==> src/rtl/output_port_arbiter.sv <==
// Wormhole round-robin arbiter for one router output port. It grants the link to one input FIFO
// from head flit to tail flit and only sends a flit when the downstream buffer has a free credit.
module output_port_arbiter #(
    parameter  int RADIX   = 4,
    parameter  int CREDITS = 4,
    localparam int CW      = $clog2(CREDITS + 1),
    localparam int SW      = $clog2(RADIX)
) (
    input  logic             clk,
    input  logic             rst,
    input  logic [RADIX-1:0] req_valid,
    input  logic [RADIX-1:0] req_tail,
    input  logic             credit_in,
    output logic [RADIX-1:0] fifo_re,
    output logic [SW-1:0]    sel,
    output logic             out_valid,
    output logic             busy,
    output logic [CW-1:0]    credits,
    output logic             credit_err
);

    typedef enum logic {
        IDLE,
        LOCKED
    } state_t;

    state_t        state_q, state_d;
    logic [SW-1:0] owner_q, owner_d;
    logic [SW-1:0] rr_ptr_q, rr_ptr_d;
    logic [CW-1:0] credits_q, credits_d;
    logic          err_q, err_d;

    logic [SW-1:0] winner;
    logic          xfer;

    // Round-robin scan: first requester at or above rr_ptr, wrapping modulo RADIX.
    always_comb begin
        // NOTE: every signal written here gets a default first, so no path can infer a latch.
        winner = '0;
        for (int k = RADIX - 1; k >= 0; k--) begin
            logic [SW-1:0] idx;
            idx = SW'((int'(rr_ptr_q) + k) % RADIX);
            if (req_valid[idx]) begin
                winner = idx;
            end
        end
    end

    always_comb begin
        state_d  = state_q;
        owner_d  = owner_q;
        rr_ptr_d = rr_ptr_q;
        xfer     = 1'b0;
        fifo_re  = '0;

        case (state_q)
            IDLE: begin
                if (|req_valid) begin
                    owner_d = winner;
                    state_d = LOCKED;
                end
            end
            LOCKED: begin
                xfer = req_valid[owner_q] && (credits_q != '0);
                if (xfer && req_tail[owner_q]) begin
                    state_d  = IDLE;
                    rr_ptr_d = (owner_q == SW'(RADIX - 1)) ? '0 : owner_q + 1'b1;
                end
            end
            default: state_d = IDLE;
        endcase

        // Reset suppresses any transfer in the same cycle, before the state register clears.
        if (rst) begin
            xfer = 1'b0;
        end
        if (xfer) begin
            fifo_re[owner_q] = 1'b1;
        end
    end

    always_comb begin
        credits_d = credits_q;
        err_d     = err_q;
        if (xfer && !credit_in) begin
            credits_d = credits_q - 1'b1;
        end else if (credit_in && !xfer) begin
            if (credits_q == CW'(CREDITS)) begin
                err_d = 1'b1;
            end else begin
                credits_d = credits_q + 1'b1;
            end
        end
    end

    always_ff @(posedge clk) begin
        // NOTE: state registers use non-blocking assignments so every register samples pre-edge values.
        if (rst) begin
            state_q   <= IDLE;
            owner_q   <= '0;
            rr_ptr_q  <= '0;
            credits_q <= CW'(CREDITS);
            err_q     <= 1'b0;
        end else begin
            state_q   <= state_d;
            owner_q   <= owner_d;
            rr_ptr_q  <= rr_ptr_d;
            credits_q <= credits_d;
            err_q     <= err_d;
        end
    end

    assign out_valid  = xfer;
    assign sel        = owner_q;
    assign busy       = (state_q == LOCKED);
    assign credits    = credits_q;
    assign credit_err = err_q;

    a_re_onehot0 : assert property (@(posedge clk) disable iff (rst) $onehot0(fifo_re));
    a_re_credit  : assert property (@(posedge clk) disable iff (rst) (fifo_re != '0) |-> (credits_q != '0));
    a_cred_max   : assert property (@(posedge clk) credits_q <= CW'(CREDITS));

endmodule

==> config.mk <==
export PLATFORM = sky130hd
export DESIGN_NAME = output_port_arbiter
export DESIGN_NICKNAME = d
export VERILOG_FILES = /design/src/rtl/output_port_arbiter.sv
export SDC_FILE = /design/constraint.sdc
export NUM_CORES = 1
export LEC_CHECK = 0
export CAP_MARGIN = 20
export CORE_UTILIZATION = 42
export DETAILED_ROUTE_END_ITERATION = 8
export PLACE_DENSITY = 0.81
export SLEW_MARGIN = 20
export SYNTH_ARGS = -nofsm -noshare
export SYNTH_HDL_FRONTEND = slang
export SYNTH_SLANG_ARGS = --single-unit
export TNS_END_PERCENT = 5
==> constraint.sdc <==
create_clock -name clk -period 2.6 [get_ports clk]
set_input_delay 0.52 -clock clk [delete_from_list [all_inputs] [get_ports clk]]
set_output_delay 0.52 -clock clk [all_outputs]
set_load 0.01 [all_outputs]
==> summary.txt <==
Status
  • Outcome: finished clean

Timing
  • Layout Skew: 0.000500 ns
  • Worst relative slew slack: 0.612
  • Slew @ Worst Pin: 0.577 ns
  • RSZ-0062 raised after global routing: yes
  • Total negative setup slack: 0 ns
  • Final Hold Fails: 0
  • Final-report setup violation count: 0
  • Pins over their slew limit: 0
  • Fin crit share: 0.972
  • Final hold slack: 0.454 ns
  • Peak Freq: 396 MHz
  • Post-layout min period: 2.53 ns

Global routing
  • Vias in the first global route: 549
  • Total congestion overflow: 0
  • First-pass GRT wire length: 2260 um
  • Total GRT Usage: 0.210
  • Largest net degree at the start of global routing: 8
  • Initial antenna violation count: 0

Power
  • Clock power share: 0.284
  • Leak pwr: 0.421 nW
  • Max VDD drop: 0.000274 V
  • Comb pwr share: 0.295
  • Internal power: 265 uW
  • Sequential share of power: 0.421
  • PwrDens: 366 mW/mm2
  • P_sw: 96.9 uW
  • Switching Share: 0.268

Yosys
  • Distinct cell type count after synthesis: 31
  • Largest area contributor in the netlist: dfxtp_1
  • Largest family of logic cells by synthesized area: simple AND/OR/NAND/NOR gates
  • Primary FF master, synth: dfxtp_1
  • Synth top area share: 0.286
  • Simple-Gate Fraction of Synth Area: 0.210
  • Post-synthesis xor/xnor area fraction: 0.0139
  • FF+latch count, synth: 9
  • Adder-cell share of the synthesized area: 0.151
  • Post-Syn Nets: 89
  • Top cells by area, synth: dfxtp_1 29%, ha_1 12%, a21oi_1 5.6%, inv_1 5.4%, mux4_1 4.2%
  • Complex-gate fraction of the synthesized area: 0.163
  • Post-Synthesis Cells: 71
  • Number of synthesized flops with an enable pin: 0
  • Synth top cells by count: 9 x dfxtp_1, 9 x inv_1, 7 x a21oi_1
  • Mux share of post-synthesis cell area: 0.111
  • Avg Synthesized Cell Area: 8.88 um2
  • Synthesized area: 631 um2
  • Post-synthesis sequential area ratio: 0.286
  • Async S/R FF share, synth: 0
  • YS warnings: 0

Setup path
  • Critical Path, Cell by Cell: clkdlybuf4s50_1 -> mux4_2 -> and4_4 -> buf_4 -> clkdlybuf4s15_1
  • R2r startpoint: sel[1]
  • Reg2reg setup slack: 0.44 ns
  • Worst setup EP type: primary output
  • Slowest-stage cell, CP: mux4_2
  • Worst reg-to-reg path cell count: 8
  • Crit path kind: input port to primary output
  • Crit path DAT: 2.01 ns
  • Largest stage delay on the critical path: 0.48 ns
  • CP required: 2.08 ns
  • Worst reg2reg path endpoint: credits[1]
  • Crit path max fanout: 6
  • Startpoint types: input port

Clocking
  • Clk root buf: clkbuf_4
  • H-tree level count: 1
  • Num CTS Buffers: 3
  • Clk_lat worst skew: 0.25 ns
  • Clk sinks: 9
  • CTS Buffer Depth: 2
  • Hold buffers post-CTS: 0
  • Clock Pin Slew Worst Setup and Hold Paths: 0.06 ns
  • TritonCTS clock tree: built

Floorplanning
  • Initial Util: 0.467
  • Core area: 0.00135 mm2
  • Std cell rows: 13
  • Die area: 0.00166 mm2
  • Die X: 40.8 um
  • Chip Height: 40.8 um
  • Io pins: 23

Route
  • DR vias/cell: 5.24
  • Routed Antenna Nets: 0
  • DRT iter0 DRCs: 12
  • DRT Pass-1 Iters: 4
  • Routed vias: 634
  • Routed WL: 1590 um
  • Residual DRC: 0
  • Drt wl/cell: 13.1 um

Layout
  • Post-layout net count: 125
  • Area grow syn2layout: 56.5%
  • # diodes: 0
  • Fillers: 102
  • Share of layout cells above drive strength 1: 0.264
  • Post-Layout Cell Count: 121
  • Finished Core Util: 0.731

Placed design
  • Placed cell count: 117
  • Buffers on Ports: 22
  • Hpwl dp: 1220 um
  • Final GP Congestion: 0.812

Hold path
  • Min-delay worst type: flop to flop
  • Worst Hold Launch: rr_ptr_q[0]
  • Worst-case hold path end point: rr_ptr_q[0]
  • Hold depth: 2

Run
  • MaxCap Viol Count: 0
-- routing by layer --
layer / up-vias / part of all wire / track usage
met5: - / 0 / 0
met2: 18 / 0.51 / 0.325
met4: 0 / 0 / 0.125
met3: 0 / 0.026 / 0.0598
li1: 323 / - / -
met1: 293 / 0.47 / 0.257
-- kinds of logic after synthesis --
family	count (synthesis)
flip-flops	9
AND/OR/NAND/NOR	23
adder cells (fa/ha/maj)	7
buffers and inverters	11
XOR/XNOR	1
AO/OA/AOI/OAI	16
multiplexers	4
-- critical path: cells and delay by family --
kind / cells / cell delay (ns)
multiplexers: 1 / 0.48
buffers and inverters: 3 / 0.79
AND/OR/NAND/NOR: 1 / 0.22
-- cells in the final DEF, fill, tap and decap left out, types with 4 or more instances in the layout --
cell type	n
clkdlybuf4s50_1	15
buf_4	11
inv_1	9
dfxtp_1	9
a21oi_1	7
nor2_1	5
ha_1	5
and2_1	4
clkbuf_2	4
-- timing repair --
item	4_1_cts	5_1_grt
setup buffers	0	0
pin swaps	0	2
resized for setup	11	14
endpoints found under the setup margin	5	8
-- flip-flops by register name, summed over array words and instances (netlist names) --
name,count
sel,2
credit_err,1
busy,1
rr_ptr_q,2
credits,3
-- power by group through the flow --
stage | combinational, mW | sequential, mW | clock, mW
after floorplan | 0.0411 | 0.158 | 0
after global placement | 0.0995 | 0.154 | 0
after detailed placement | 0.103 | 0.155 | 0
after CTS | 0.103 | 0.152 | 0.108
after global routing | 0.117 | 0.153 | 0.114
final | 0.107 | 0.152 | 0.103
-- area by class of cell --
class / instances / area, um2 / share of cell area
sequential: 9 / 180 / 0.183
timing repair buffer: 33 / 288 / 0.292
tap: 15 / 18.8 / 0.0190
clock buffer: 4 / 26.3 / 0.0266
multi-input combinational: 51 / 440 / 0.446
inverter: 9 / 33.8 / 0.0342
-- worst max-delay path by stage --
stage	from	to	slack (ns)	depth (start not counted)
after floorplan	sel[1]	credits[1]	0.17	9
after global placement	req_valid[3]	fifo_re[3]	-0.21	5
after detailed placement	req_valid[3]	fifo_re[1]	-0.27	5
after CTS	req_valid[3]	out_valid	0.005	5
after global routing	req_valid[2]	credits[2]	-0.001	9
final	req_valid[2]	out_valid	0.07	5
-- per-stage QoR --
step / power [mW] / worst slack [ns] / instance area [um2]
after detailed placement: 0.257 / -0.268 / 945
final: 0.362 / 0.0726 / 987
after CTS: 0.363 / 0.00506 / 972
after floorplan: 0.199 / 0.167 / 631
after global placement: 0.254 / -0.213 / 945
after global routing: 0.384 / -0.00102 / 987
Note: power is estimated with default switching activity, not from simulation.
